### src/rtl/multi_tick_gen.sv
// multi_tick_gen: N independent tick channels. Each channel has a loadable
// divisor, periodic or one-shot mode, start/clear control and a count enable.
// Each channel emits a one-cycle o_tick strobe at terminal count.
// o_tick, o_busy and o_done all come straight from registers.
module multi_tick_gen #(
  parameter int N_CH        = 4,
  parameter int DIV_W       = 16,
  parameter int DEFAULT_DIV = 50000
) (
  input  logic             i_clk,
  input  logic             i_arst,
  input  logic [N_CH-1:0]  i_en,
  input  logic [N_CH-1:0]  i_start,
  input  logic [N_CH-1:0]  i_clr,
  input  logic [N_CH-1:0]  i_oneShot,
  input  logic [N_CH-1:0]  i_load,
  input  logic [DIV_W-1:0] i_div,
  output logic [N_CH-1:0]  o_tick,
  output logic [N_CH-1:0]  o_busy,
  output logic [N_CH-1:0]  o_done
);

  typedef enum logic [1:0] {
    ST_IDLE = 2'd0,
    ST_RUN  = 2'd1,
    ST_DONE = 2'd2
  } state_t;

  localparam logic [DIV_W-1:0] DIV_RST = DIV_W'(DEFAULT_DIV);
  localparam logic [DIV_W-1:0] ONE     = DIV_W'(1);

  genvar gi;
  generate
    for (gi = 0; gi < N_CH; gi++) begin : g_ch
      state_t           state_reg, state_next;
      logic [DIV_W-1:0] cnt_reg, cnt_next;
      logic [DIV_W-1:0] div_reg, div_next;
      logic [DIV_W-1:0] div_eff;
      logic             mode_reg, mode_next;
      logic             tick_reg, tick_next;
      logic             term;

      // A divisor of 0 behaves like 1, so both tick on every enabled cycle.
      assign div_eff = (div_reg == '0) ? ONE : div_reg;
      assign term    = (cnt_reg == div_eff - ONE);

      // Channel state registers. Asynchronous reset returns to IDLE with the default divisor.
      always_ff @(posedge i_clk or posedge i_arst) begin
        if (i_arst) begin
          state_reg <= ST_IDLE;
          cnt_reg   <= '0;
          div_reg   <= DIV_RST;
          mode_reg  <= 1'b0;
          tick_reg  <= 1'b0;
        end else begin
          state_reg <= state_next;
          cnt_reg   <= cnt_next;
          div_reg   <= div_next;
          mode_reg  <= mode_next;
          tick_reg  <= tick_next;
        end
      end

      // Next state. Priority is clear, then start, then load-restart, then terminal count, then counting.
      always_comb begin
        state_next = state_reg;
        cnt_next   = cnt_reg;
        div_next   = div_reg;
        mode_next  = mode_reg;
        tick_next  = 1'b0;

        // A divisor load is honoured whatever else happens in the same cycle.
        if (i_load[gi]) begin
          div_next = i_div;
        end

        if (i_clr[gi]) begin
          state_next = ST_IDLE;
          cnt_next   = '0;
        end else if (i_start[gi]) begin
          state_next = ST_RUN;
          cnt_next   = '0;
          mode_next  = i_oneShot[gi];
        end else if (state_reg == ST_RUN) begin
          if (i_load[gi]) begin
            // Restart the interval under the new divisor; there is no tick in this cycle.
            cnt_next = '0;
          end else if (i_en[gi]) begin
            if (term) begin
              cnt_next  = '0;
              tick_next = 1'b1;
              if (mode_reg) begin
                state_next = ST_DONE;
              end
            end else begin
              cnt_next = cnt_reg + ONE;
            end
          end
        end
      end

      assign o_tick[gi] = tick_reg;
      assign o_busy[gi] = (state_reg == ST_RUN);
      assign o_done[gi] = (state_reg == ST_DONE);
    end
  endgenerate

endmodule

### config.mk
export PLATFORM = sky130hd
export DESIGN_NAME = multi_tick_gen
export DESIGN_NICKNAME = d
export VERILOG_FILES = /design/src/rtl/multi_tick_gen.sv
export SDC_FILE = /design/constraint.sdc
export NUM_CORES = 1
export LEC_CHECK = 0
export CAP_MARGIN = 10
export CELL_PAD_IN_SITES_DETAIL_PLACEMENT = 0
export CELL_PAD_IN_SITES_GLOBAL_PLACEMENT = 1
export CORE_ASPECT_RATIO = 1.1
export CORE_UTILIZATION = 40
export DETAILED_ROUTE_END_ITERATION = 8
export GPL_ROUTABILITY_DRIVEN = 0
export PLACE_DENSITY = 0.8
export SYNTH_ARGS = -nofsm -noshare
export SYNTH_HDL_FRONTEND = slang
export SYNTH_SLANG_ARGS = --single-unit
### constraint.sdc
create_clock -name i_clk -period 8.1 [get_ports i_clk]
set_input_delay 2.025 -clock i_clk [delete_from_list [all_inputs] [get_ports i_clk]]
set_output_delay 2.025 -clock i_clk [all_outputs]
set_load 0.05 [all_outputs]
Word level (Yosys, flattened, before mapping). Cells that the tools add are included.

Register bits after elaboration: 144. Input port bits: 38. Output and inout bits: 12. Logic and storage cells: 164.

Add/sub/neg operators: 8. Equal/unequal tests: 16. Mux-type cells: 80. Bitwise gates (word level): 4. Reduce and logical (&&, ||, !) cells: 36.

Operators with widths (number): 16-bit 2-to-1 mux (28); 16-bit by 1-bit adder with 16-bit output (second input constant) (4); 16-bit equality test (4); 16-bit logical NOT (4); 16-bit by 1-bit subtractor with 16-bit output (second input constant) (4); 2-bit 2-to-1 mux (28); 3-bit nonzero test (16); 1-bit 2-to-1 mux (24); 5-bit AND reduction (4); 2-bit AND reduction (8); 4-bit nonzero test (4); 3-bit inequality test (second input constant) (4); 2-bit by 1-bit equality test with 1-bit output (second input constant) (4); 2-bit equality test (second input constant) (4); 1-bit inverter (4).

Logic depth before layout (Yosys ltp). Gate-level depths: netlist of run 1.

Depth after elaboration: 10. Mapped depth: 16. Depth with buffers taken out: 13.

Worst setup path after synthesis of run 1. OpenSTA, ideal clock, no wires.

Kind: flip-flop to flip-flop. From: reg g_ch[0].div_reg[4]. To: reg g_ch[0].cnt_reg[5]. Setup time: 0.126 ns. Data arrival time: 3.740 ns. Required time: 7.974 ns. Slack: 4.234 ns. Stages on the path, launching flop included: 16. Buffers on the path: 2. Period minus slack after synthesis: 3.866 ns. Cell sequence: dfstp_2 clkbuf_1 nor4_1 nand2_1 nor2_1 nor2_1 ha_1 nor3b_1 nand2_1 xnor2_1 a2111oi_0 o2111ai_1 o21ai_1 clkbuf_1 nor2_1 a221o_1.

Cells in the longest elaborated chain, start to end: 10.

Ends and longest elaborated chain: start, declared (RTL line 37) `logic [DIV_W-1:0] div_reg, div_next;`; start signal, assigned (RTL line 58) `div_reg <= div_next;`; 16-bit logical NOT (RTL line 44) `assign div_eff = (div_reg == '0) ? ONE : div_reg;`; 16-bit 2-to-1 mux (*) (RTL line 44); 16-bit by 1-bit subtractor with 16-bit output (*) (RTL line 45) `assign term = (cnt_reg == div_eff - ONE);`; 16-bit equality test (*) (RTL line 45); 16-bit 2-to-1 mux (*) (RTL line 89) `if (term) begin`; 16-bit 2-to-1 mux (*) (RTL line 88) `end else if (i_en[gi]) begin`; 16-bit 2-to-1 mux (*) (RTL line 85) `if (i_load[gi]) begin`; 16-bit 2-to-1 mux (*) (RTL line 84) `end else if (state_reg == ST_RUN) begin`; 16-bit 2-to-1 mux (*) (RTL line 80) `end else if (i_start[gi]) begin`; 16-bit 2-to-1 mux (*) (RTL line 77) `if (i_clr[gi]) begin`; end signal, assigned (RTL line 57) `cnt_reg <= cnt_next;`; end, declared (RTL line 36) `logic [DIV_W-1:0] cnt_reg, cnt_next;`.

Every way passes the cells marked *; elsewhere a longest branch is shown, timed or not. The select of a mux whose other input is x is not followed. A chain may end at the register's enable or synchronous reset.

Final worst setup path of run 1.
From: reg g_ch[0].div_reg[5]. To: reg g_ch[0].cnt_reg[3].

Same word-level chain as after synthesis.

==> flow_metrics.env, run 1 <==
export IMPL_hold_end="g_ch[3].state_reg[1]"
export IMPL_grt_remaining_overflow=0
export IMPL_grt_use_met2=0.315
export IMPL_synth_top_area_frac=0.330
export IMPL_syn_area_um2=9110
export IMPL_fp_dieW_um=146
export IMPL_wl_per_cell_um=16.2
export IMPL_synth_top_area_cell="dfrtp_1"
export IMPL_cap_violations=0
export IMPL_cp_required_ps=8390
export IMPL_synth_edf_count=0
export IMPL_tritoncts="built"
export IMPL_post_cts_buffers=0
export IMPL_first_global_vias=6969
export IMPL_clockBufferDepth=2
export IMPL_rsz0062_at_grt="false"
export IMPL_die_h_um=160
export IMPL_htreeDepth=4
export IMPL_placementRows=57
export IMPL_r2r_end="g_ch[0].cnt_reg[3]"
export IMPL_grt_pass1_wl_um=35900
export IMPL_track_usage=0.189
export IMPL_critPathMaxFanout=14
export IMPL_finClkSkew_ps=10.2
export IMPL_p_leak_nw=3.88
export IMPL_use_met1=0.251
export IMPL_cts_made_buffers=17
export IMPL_p_per_area_nw_per_um2=172
export IMPL_synth_common_cells="dfrtp_1, nand2_1, mux2_2, nor2_1, xnor2_1"
export IMPL_areaGrowthSynthToFinish_pct=12.7
export IMPL_use_met3=0.0250
export IMPL_yosys_warnings=0
export IMPL_hold_path_depth=1
export IMPL_routed_via_density=5.63
export IMPL_ff2ff_path_depth=13
export IMPL_layout_drive_gt1_share=0.145
export IMPL_antenna_found_initial=0
export IMPL_top_usage_layer="met2"
export IMPL_status="completed"
export IMPL_initial_core_util=0.410
export IMPL_seq_area_frac_synth=0.399
export IMPL_irDropWorstVdd_mv=0.117
export IMPL_synth_seq_cells=144
export IMPL_ys_async_sr_fraction=1.00
export IMPL_post_cts_resized=0
export IMPL_ant_nets=0
export IMPL_relSlewSlack=0.388
export IMPL_drt_pass1_iter_count=5
export IMPL_syn_area_per_cell_um2=9.35
export IMPL_critPathLaunchType="flop"
export IMPL_end_kind="flop"
export IMPL_dieArea_um2=23400
export IMPL_diodes=0
export IMPL_fin_crit_sh=0.568
export IMPL_post_dp_hpwl_um=15100
export IMPL_portBuffers=49
export IMPL_setup_viol=0
export IMPL_drt_iter0_drc=452
export IMPL_drc=0
export IMPL_syn_nets=1021
export IMPL_netlist_instances=975
export IMPL_core_area_um2=22300
export IMPL_yosys_top_cells_area="dfrtp_1, mux2_2, dfstp_2"
export IMPL_ios=50
export IMPL_fin_crit_ps=4600
export IMPL_regToRegStartpoint="g_ch[0].div_reg[5]"
export IMPL_clockRootBuffer="clkbuf_16"
export IMPL_clk_latency_ps=420
export IMPL_hold_path_class="reg -> reg"
export IMPL_r2r_slack_ps=3500
export IMPL_tns_ps=0
export IMPL_route_vias_total=7309
export IMPL_wirelength_um=21000
export IMPL_ys_flop_type="dfrtp_1"
export IMPL_synth_cell_type_count=72
export IMPL_min_from="g_ch[3].state_reg[1]"
export IMPL_final_nets=1037
export IMPL_finalHoldViolations=0
export IMPL_crit_type="reg -> reg"
export IMPL_placed_area_um2=9750
export IMPL_hold_buffers=0
export IMPL_design_area_um2=10300
export IMPL_nFillCells=2166
export IMPL_synth_most_common_cell="dfrtp_1"
export IMPL_worst_pin_slew_ps=919
export IMPL_slew_viol_final=0
export IMPL_arrival_ps=4900
export IMPL_total_power_mw=1.76
export IMPL_clkTransAtPathRegs_ps=60
export IMPL_grt_max_degree=74
export IMPL_clock_sinks=144
export IMPL_max_freq_mhz=217
==> through the flow <==
stage,util,worst slack [ps],hold slack (ps),cells
2_1_floorplan,-,2250,469,975
3_3_place_gp,0.438,3400,489,1267
3_5_place_dp,0.438,3290,495,1267
4_1_cts,0.462,3490,509,1299
5_1_grt,0.462,3020,531,1299
6_report,0.462,3500,506,1299
==> critical path, stage by stage (launching register included) <==
cell and delay [ps]:
dfrtp_1 500, nor4_1 710, nand2_1 350, nor2_1 200
nor2_1 60, ha_1 220, nor3b_1 230, nand2_1 160
xnor2_1 90, a2111oi_0 540, o2111ai_1 250, o21ai_1 770
nor3_1 110, a211o_1 310
==> kinds of logic after synthesis <==
group / synth area share
XOR/XNOR: 0.0755
multiplexers: 0.0877
buffers and inverters: 0.0376
AO/OA/AOI/OAI: 0.145
adder cells (fa/ha/maj): 0.0110
flip-flops: 0.399
AND/OR/NAND/NOR: 0.245
==> layer usage <==
metal,part of all wire,vias to the layer above,routed length [um]
li1,-,3618,-
met2,0.48,110,10100
met3,0.024,27,515
met4,0.019,0,402
met1,0.47,3554,9970
met5,0,-,0
==> worst max-delay path by stage <==
stage | slack [ps] | endpoint | from | cells past startpoint
final | 3500 | g_ch[0].cnt_reg[3] | g_ch[0].div_reg[5] | 13
after global routing | 3020 | g_ch[0].cnt_reg[3] | g_ch[0].div_reg[4] | 13
after CTS | 3490 | g_ch[0].cnt_reg[3] | g_ch[0].div_reg[4] | 13
after detailed placement | 3290 | g_ch[1].cnt_reg[13] | i_load[1] | 5
after global placement | 3400 | g_ch[1].cnt_reg[10] | i_load[1] | 5
after floorplan | 2250 | g_ch[0].cnt_reg[0] | i_arst | 1
==> power breakdown <==
| group | switching [mW] | internal (mW) |
|---|---|---|
| combinational | 0.122 | 0.116 |
| clock | 0.303 | 0.396 |
| sequential | 0.0586 | 0.767 |
==> cell usage in the layout, fill, tap and decap left out, types with 17 or more instances in the layout <==
cell type / netlist / routed
dfstp_2: 24 / 24
nand2b_1: 21 / 21
o21ai_0: 31 / 31
nor3b_1: 22 / 22
clkdlybuf4s50_1: 0 / 49
and3_1: 19 / 19
nor2_1: 55 / 55
nand2_1: 98 / 98
nor3_1: 28 / 28
nand3_1: 35 / 35
nor4_1: 27 / 27
mux2_2: 63 / 63
dfrtp_1: 120 / 120
clkbuf_16: 0 / 17
inv_1: 26 / 25
a211o_1: 17 / 17
xnor2_1: 49 / 49
a21oi_1: 25 / 25
xor2_1: 27 / 27
nand4_1: 21 / 21
o311ai_0: 19 / 19
==> layout make-up <==
type	count	area, um2	share of cell area
inverter	26	103	0.00999
clock buffer	21	450	0.0438
tap	295	369	0.0359
clock inverter	11	67.6	0.00658
timing repair buffer	52	513	0.0499
sequential	144	3630	0.354
multi-input combinational	750	5140	0.500
Note: power is estimated with default switching activity, not from simulation.
==> inputs of run 2 (changes only) <==
- clock period: 8.1 -> 4.3 ns (I/O delays scaled with it)
==> run 2 against run 1 <==
  * Largest power group is now the clock network
  * First-iteration DRC count up 8.6%
  * Worst setup slack worse by 3100 ps
  * Critical path type unchanged
  * Count of clock-buffer cells in the layout up 1
  * Clock power up 140%
  * Final cell count up 1.2%
  * Critical path depth up 1
  * Final area up 2.9%
  * Clock skew down 2.9 ps
  * Power up 110%
  * Sequential share of layout area down 0.99 points
==> flow_metrics.env, run 2 (synthesis gave the netlist of run 1 again) <==
export IMPL_tritoncts="built"
export IMPL_post_dp_hpwl_um=15200
export IMPL_wirelength_um=21400
export IMPL_p_leak_nw=4.04
export IMPL_cts_made_buffers=17
export IMPL_endpoint="g_ch[2].cnt_reg[7]"
export IMPL_r2r_end="g_ch[2].cnt_reg[7]"
export IMPL_critPathLaunchType="flop"
export IMPL_antenna_found_initial=0
export IMPL_r2r_slack_ps=360
export IMPL_drt_pass1_iter_count=5
export IMPL_diodes=0
export IMPL_crit_top_cell="nor2_1"
export IMPL_grt_remaining_overflow=0
export IMPL_layout_drive_gt1_share=0.163
export IMPL_relSlewSlack=0.477
export IMPL_max_stage_delay_ps=650
export IMPL_route_vias_total=7398
export IMPL_cp_startpoint="g_ch[2].div_reg[0]"
export IMPL_ff2ff_path_depth=14
export IMPL_crit_slowest_cell="or4_1"
export IMPL_setup_viol=0
export IMPL_p_per_area_nw_per_um2=350
export IMPL_max_freq_mhz=254
export IMPL_post_cts_buffers=0
export IMPL_routed_via_density=5.63
export IMPL_path_cells="or4_1 -> or3_4 -> nor2_1 -> nor2_1 -> ha_1 -> xnor2_1 -> a2bb2oi_1 -> nand4_1 -> a2111oi_2 -> o2111ai_1 -> o31ai_4 -> buf_4 -> nor3b_1 -> a211o_1"
export IMPL_status="completed"
export IMPL_initial_core_util=0.410
export IMPL_grt_pass1_wl_um=35800
export IMPL_drt_iter0_drc=491
export IMPL_core_area_um2=22300
export IMPL_fp_dieW_um=146
export IMPL_wl_per_cell_um=16.3
export IMPL_finClkSkew_ps=7.35
export IMPL_ant_nets=0
export IMPL_drc=0
export IMPL_ios=50
export IMPL_end_kind="flop"
export IMPL_areaGrowthSynthToFinish_pct=16.0
export IMPL_grt_max_degree=70
export IMPL_final_common_cell="dfrtp_1"
export IMPL_clock_sinks=144
export IMPL_final_util=0.475
export IMPL_final_nets=1052
export IMPL_die_h_um=160
export IMPL_irDropWorstVdd_mv=0.250
export IMPL_crit_type="reg -> reg"
export IMPL_fin_crit_ps=3940
export IMPL_track_usage=0.191
export IMPL_hold_path_class="reg -> reg"
export IMPL_tns_ps=0
export IMPL_critPathMaxFanout=17
export IMPL_cap_violations=0
export IMPL_clkTransAtPathRegs_ps=60
export IMPL_rsz0062_at_grt="false"
export IMPL_regToRegStartpoint="g_ch[2].div_reg[0]"
export IMPL_first_global_vias=6969
export IMPL_arrival_ps=4250
export IMPL_final_cell_mix="dfrtp_1, nand2_1, mux2_2"
export IMPL_slew_viol_final=0
export IMPL_portBuffers=49
export IMPL_finalHoldViolations=0
export IMPL_placementRows=57
export IMPL_dieArea_um2=23400
export IMPL_cp_required_ps=4620
export IMPL_clk_latency_ps=430
export IMPL_clockBufferDepth=2
export IMPL_worst_pin_slew_ps=783
export IMPL_fin_crit_sh=0.915
export IMPL_htreeDepth=4
export IMPL_clockRootBuffer="clkbuf_16"
[run 2: cell types whose count changed in the layout (fill, tap and decap cells not counted), moves of 2 or more]
| cell | before | now |
|---|---|---|
| bufinv_16 | 0 | 5 |
| buf_4 | 3 | 16 |
| clkinv_2 | 7 | 4 |
| clkinv_4 | 2 | 0 |
| clkbuf_1 | 3 | 1 |
| buf_12 | 0 | 2 |
| clkbuf_8 | 1 | 4 |
[run 2: routing by layer]
| metal | vias up | wire length, um | GRT usage |
|---|---|---|---|
| met2 | 97 | 10000 | 0.309 |
| met1 | 3622 | 10400 | 0.253 |
| met3 | 28 | 540 | 0.0327 |
| met5 | - | 0 | 0 |
| met4 | 0 | 410 | 0.0770 |
| li1 | 3651 | - | - |
[run 2: power breakdown]
| group | internal, mW | total [mW] | leakage, nW | switching [mW] |
|---|---|---|---|---|
| logic | 0.228 | 0.463 | 1.88 | 0.236 |
| registers | 1.44 | 1.55 | 1.82 | 0.108 |
| clock network | 1.09 | 1.68 | 0.330 | 0.594 |
| total | 2.76 | 3.70 | 4.04 | 0.938 |
[run 2: through the flow]
stage / worst slack [ps] / std cells / power (mW) / instance area (um2) / hold slack [ps]
floorplan: 434 / 975 / 1.88 / 9120 / 469
global placement: 327 / 1282 / 2.03 / 9890 / 489
detailed placement: 196 / 1282 / 2.04 / 9890 / 495
CTS: 178 / 1314 / 3.73 / 10600 / 508
global route: 54.9 / 1314 / 3.85 / 10600 / 530
finish: 364 / 1314 / 3.70 / 10600 / 504
[run 2: cell type report]
class	instances	area [um2]
Inverter	26	101
Clock inverter	10	179
Fill cell	2169	11700
Sequential cell	144	3630
Timing Repair Buffer	67	651
Clock buffer	22	484
Tap cell	295	369
Multi-Input combinational cell	750	5150
[run 2: worst min path at each step]
stage | start | to | slack, ps | cells past startpoint
2_1_floorplan | g_ch[2].state_reg[1] | g_ch[2].state_reg[1] | 470 | 1
3_3_place_gp | g_ch[2].state_reg[1] | g_ch[2].state_reg[1] | 490 | 1
3_5_place_dp | g_ch[3].state_reg[1] | g_ch[3].state_reg[1] | 490 | 1
4_1_cts | g_ch[3].state_reg[1] | g_ch[3].state_reg[1] | 510 | 1
5_1_grt | g_ch[3].state_reg[1] | g_ch[3].state_reg[1] | 530 | 1
6_report | g_ch[3].state_reg[1] | g_ch[3].state_reg[1] | 500 | 1
[run 2: timing repair]
item,CTS,global route
setup endpoints to repair,0,16
resized for setup,0,4
hold buffers,0,0
[run 2: worst max-delay path, delay by kind of cell, from the launching register on]
kind,cells,cell delay [ps]
xor gates and xnor gates,1,180
AOI/OAI and AO/OA,5,1280
DFF,1,460
buffers and inverters,1,250
adders and majority gates,1,230
and+or+nand+nor,6,1410
==> inputs of run 3 (changes only) <==
- CORE_UTILIZATION: 40 -> 47
- CTS_CLUSTER_DIAMETER: unset -> 30
- PLACE_DENSITY: 0.8 -> 0.9
- RECOVER_POWER: unset -> 50
==> run 3 against run 2 <==
  * The flow now finishes with violations (capacitance limit, slew limit)
  * Largest power group unchanged
  * Register-to-register slack lost 80 ps
  * Sequential power about the same
  * Combinational power is 2% lower
  * Largest cell class unchanged
==> flow_metrics.env, run 3 (synthesis gave the netlist of run 1 again) <==
export IMPL_track_usage=0.222
export IMPL_ios=50
export IMPL_antenna_found_initial=0
export IMPL_tns_ps=0
export IMPL_route_vias_total=7500
export IMPL_finClkSkew_ps=12.1
export IMPL_initial_core_util=0.479
export IMPL_cp_startpoint="g_ch[2].div_reg[0]"
export IMPL_final_util=0.550
export IMPL_post_cts_buffers=0
export IMPL_arrival_ps=4330
export IMPL_min_from="g_ch[2].state_reg[1]"
export IMPL_multi_input_area_um2=5140
export IMPL_final_cell_mix="dfrtp_1, nand2_1, mux2_2"
export IMPL_routed_via_density=5.92
export IMPL_ant_nets=0
export IMPL_relSlewSlack=-0.209
export IMPL_slew_viol_final=43
export IMPL_postLayoutSetupSlackWorst_ps=285
export IMPL_wl_per_cell_um=16.4
export IMPL_place_ws_ps=319
export IMPL_regToRegStartpoint="g_ch[2].div_reg[0]"
export IMPL_final_nets=1053
export IMPL_irDropWorstVdd_mv=0.339
export IMPL_clock_sinks=144
export IMPL_seq_area_um2=3630
export IMPL_rsz0062_at_grt="false"
export IMPL_violations="capacitance limit, slew limit"
export IMPL_setup_viol=0
export IMPL_post_cts_resized=0
export IMPL_finalHoldViolations=0
export IMPL_portBuffers=49
export IMPL_p_leak_nw=4.02
export IMPL_clockBufferDepth=2
export IMPL_status="finished, violations left"
export IMPL_core_area_um2=19000
export IMPL_hold_buffers=0
export IMPL_cap_violations=1
export IMPL_max_freq_mhz=249
export IMPL_layout_drive_gt1_share=0.158
export IMPL_post_dp_hpwl_um=14700
export IMPL_crit_type="reg -> reg"
export IMPL_final_common_cell="dfrtp_1"
export IMPL_end_kind="flop"
export IMPL_nFillCells=1640
export IMPL_critPathLaunchType="flop"
export IMPL_grt_pass1_wl_um=35500
export IMPL_clkTransAtPathRegs_ps=60
export IMPL_die_h_um=148
export IMPL_htreeDepth=4
export IMPL_fp_dieW_um=135
export IMPL_placementRows=53
export IMPL_fin_crit_ps=4010
export IMPL_drc=0
export IMPL_areaGrowthSynthToFinish_pct=14.9
export IMPL_first_global_vias=7195
export IMPL_tritoncts="built"
export IMPL_clockRootBuffer="clkbuf_16"
export IMPL_wirelength_um=20800
export IMPL_drt_iter0_drc=441
export IMPL_grt_max_degree=43
export IMPL_fin_crit_sh=0.934
export IMPL_p_per_area_nw_per_um2=352
export IMPL_worst_pin_slew_ps=1800
export IMPL_clk_latency_ps=430
export IMPL_cp_required_ps=4620
export IMPL_diodes=0
export IMPL_dieArea_um2=19900
export IMPL_cts_made_buffers=17
export IMPL_critPathMaxFanout=25
export IMPL_hold_path_class="reg -> reg"
export IMPL_grt_remaining_overflow=0
export IMPL_drt_pass1_iter_count=5
run 3: changes by cell type in the layout (fill, tap and decap cells not counted), moves of 2 or more:
cell             delta
clkbuf_2            +2
clkbuf_8            -3
dlygate4sd3_1       +9
buf_4               -4
clkinv_2            -2
inv_6               +4
clkdlybuf4s50_1     -9
clkbuf_1            +3
run 3: report_power, final:
part | total (mW) | internal (mW) | switching, mW
sequential | 1.55 | 1.44 | 0.111
combinational | 0.455 | 0.222 | 0.234
clock | 1.67 | 1.06 | 0.617
total | 3.68 | 2.72 | 0.962
run 3: path summary, 6_finish.rpt:
check / to / slack (ps) / depth (start not counted)
setup / recovery: g_ch[2].cnt_reg[7] / 290 / 14
hold / removal: g_ch[2].state_reg[1] / 500 / 1
setup reg to reg: g_ch[2].cnt_reg[7] / 290 / 14
hold reg to reg: g_ch[2].state_reg[1] / 500 / 1
max in group asynchronous: g_ch[0].cnt_reg[10] / 1150 / 3
min in group asynchronous: g_ch[1].cnt_reg[14] / 1560 / 2
run 3: critical path, stage by stage, from the launching register on:
cell	delay, ps
dfrtp_1	450
or4_1	650
or3_4	380
nor2_1	120
nor2_1	60
ha_1	230
xnor2_1	220
a2bb2oi_1	180
nand4_1	100
a2111oi_0	430
o2111ai_1	280
o31ai_4	270
buf_12	200
nor3b_1	60
a211o_1	270
run 3: cell type report:
| type | count | share of cell area |
|---|---|---|
| repair buffers | 68 | 0.0598 |
| clock inverters | 14 | 0.0214 |
| multi-input cells | 750 | 0.491 |
| inverters | 26 | 0.00944 |
| clock buffers | 18 | 0.0420 |
| flip-flops and latches | 144 | 0.347 |
| well taps | 247 | 0.0295 |
run 3: routing by layer:
layer  vias up  global-route usage  part of all wire
li1       3649                   -                 -
met4         0              0.0888             0.028
met3        44              0.0364             0.026
met2       144               0.373              0.49
met1      3663               0.283              0.45
met5         -                   0                 0
run 3: per-stage QoR:
stage | cells | instance area [um2] | total power [mW] | hold slack (ps)
floorplan | 975 | 9120 | 1.88 | 469
global placement | 1235 | 9850 | 2.02 | 484
detailed placement | 1235 | 9850 | 2.03 | 492
CTS | 1267 | 10500 | 3.72 | 504
global route | 1267 | 10500 | 3.84 | 531
finish | 1267 | 10500 | 3.68 | 503
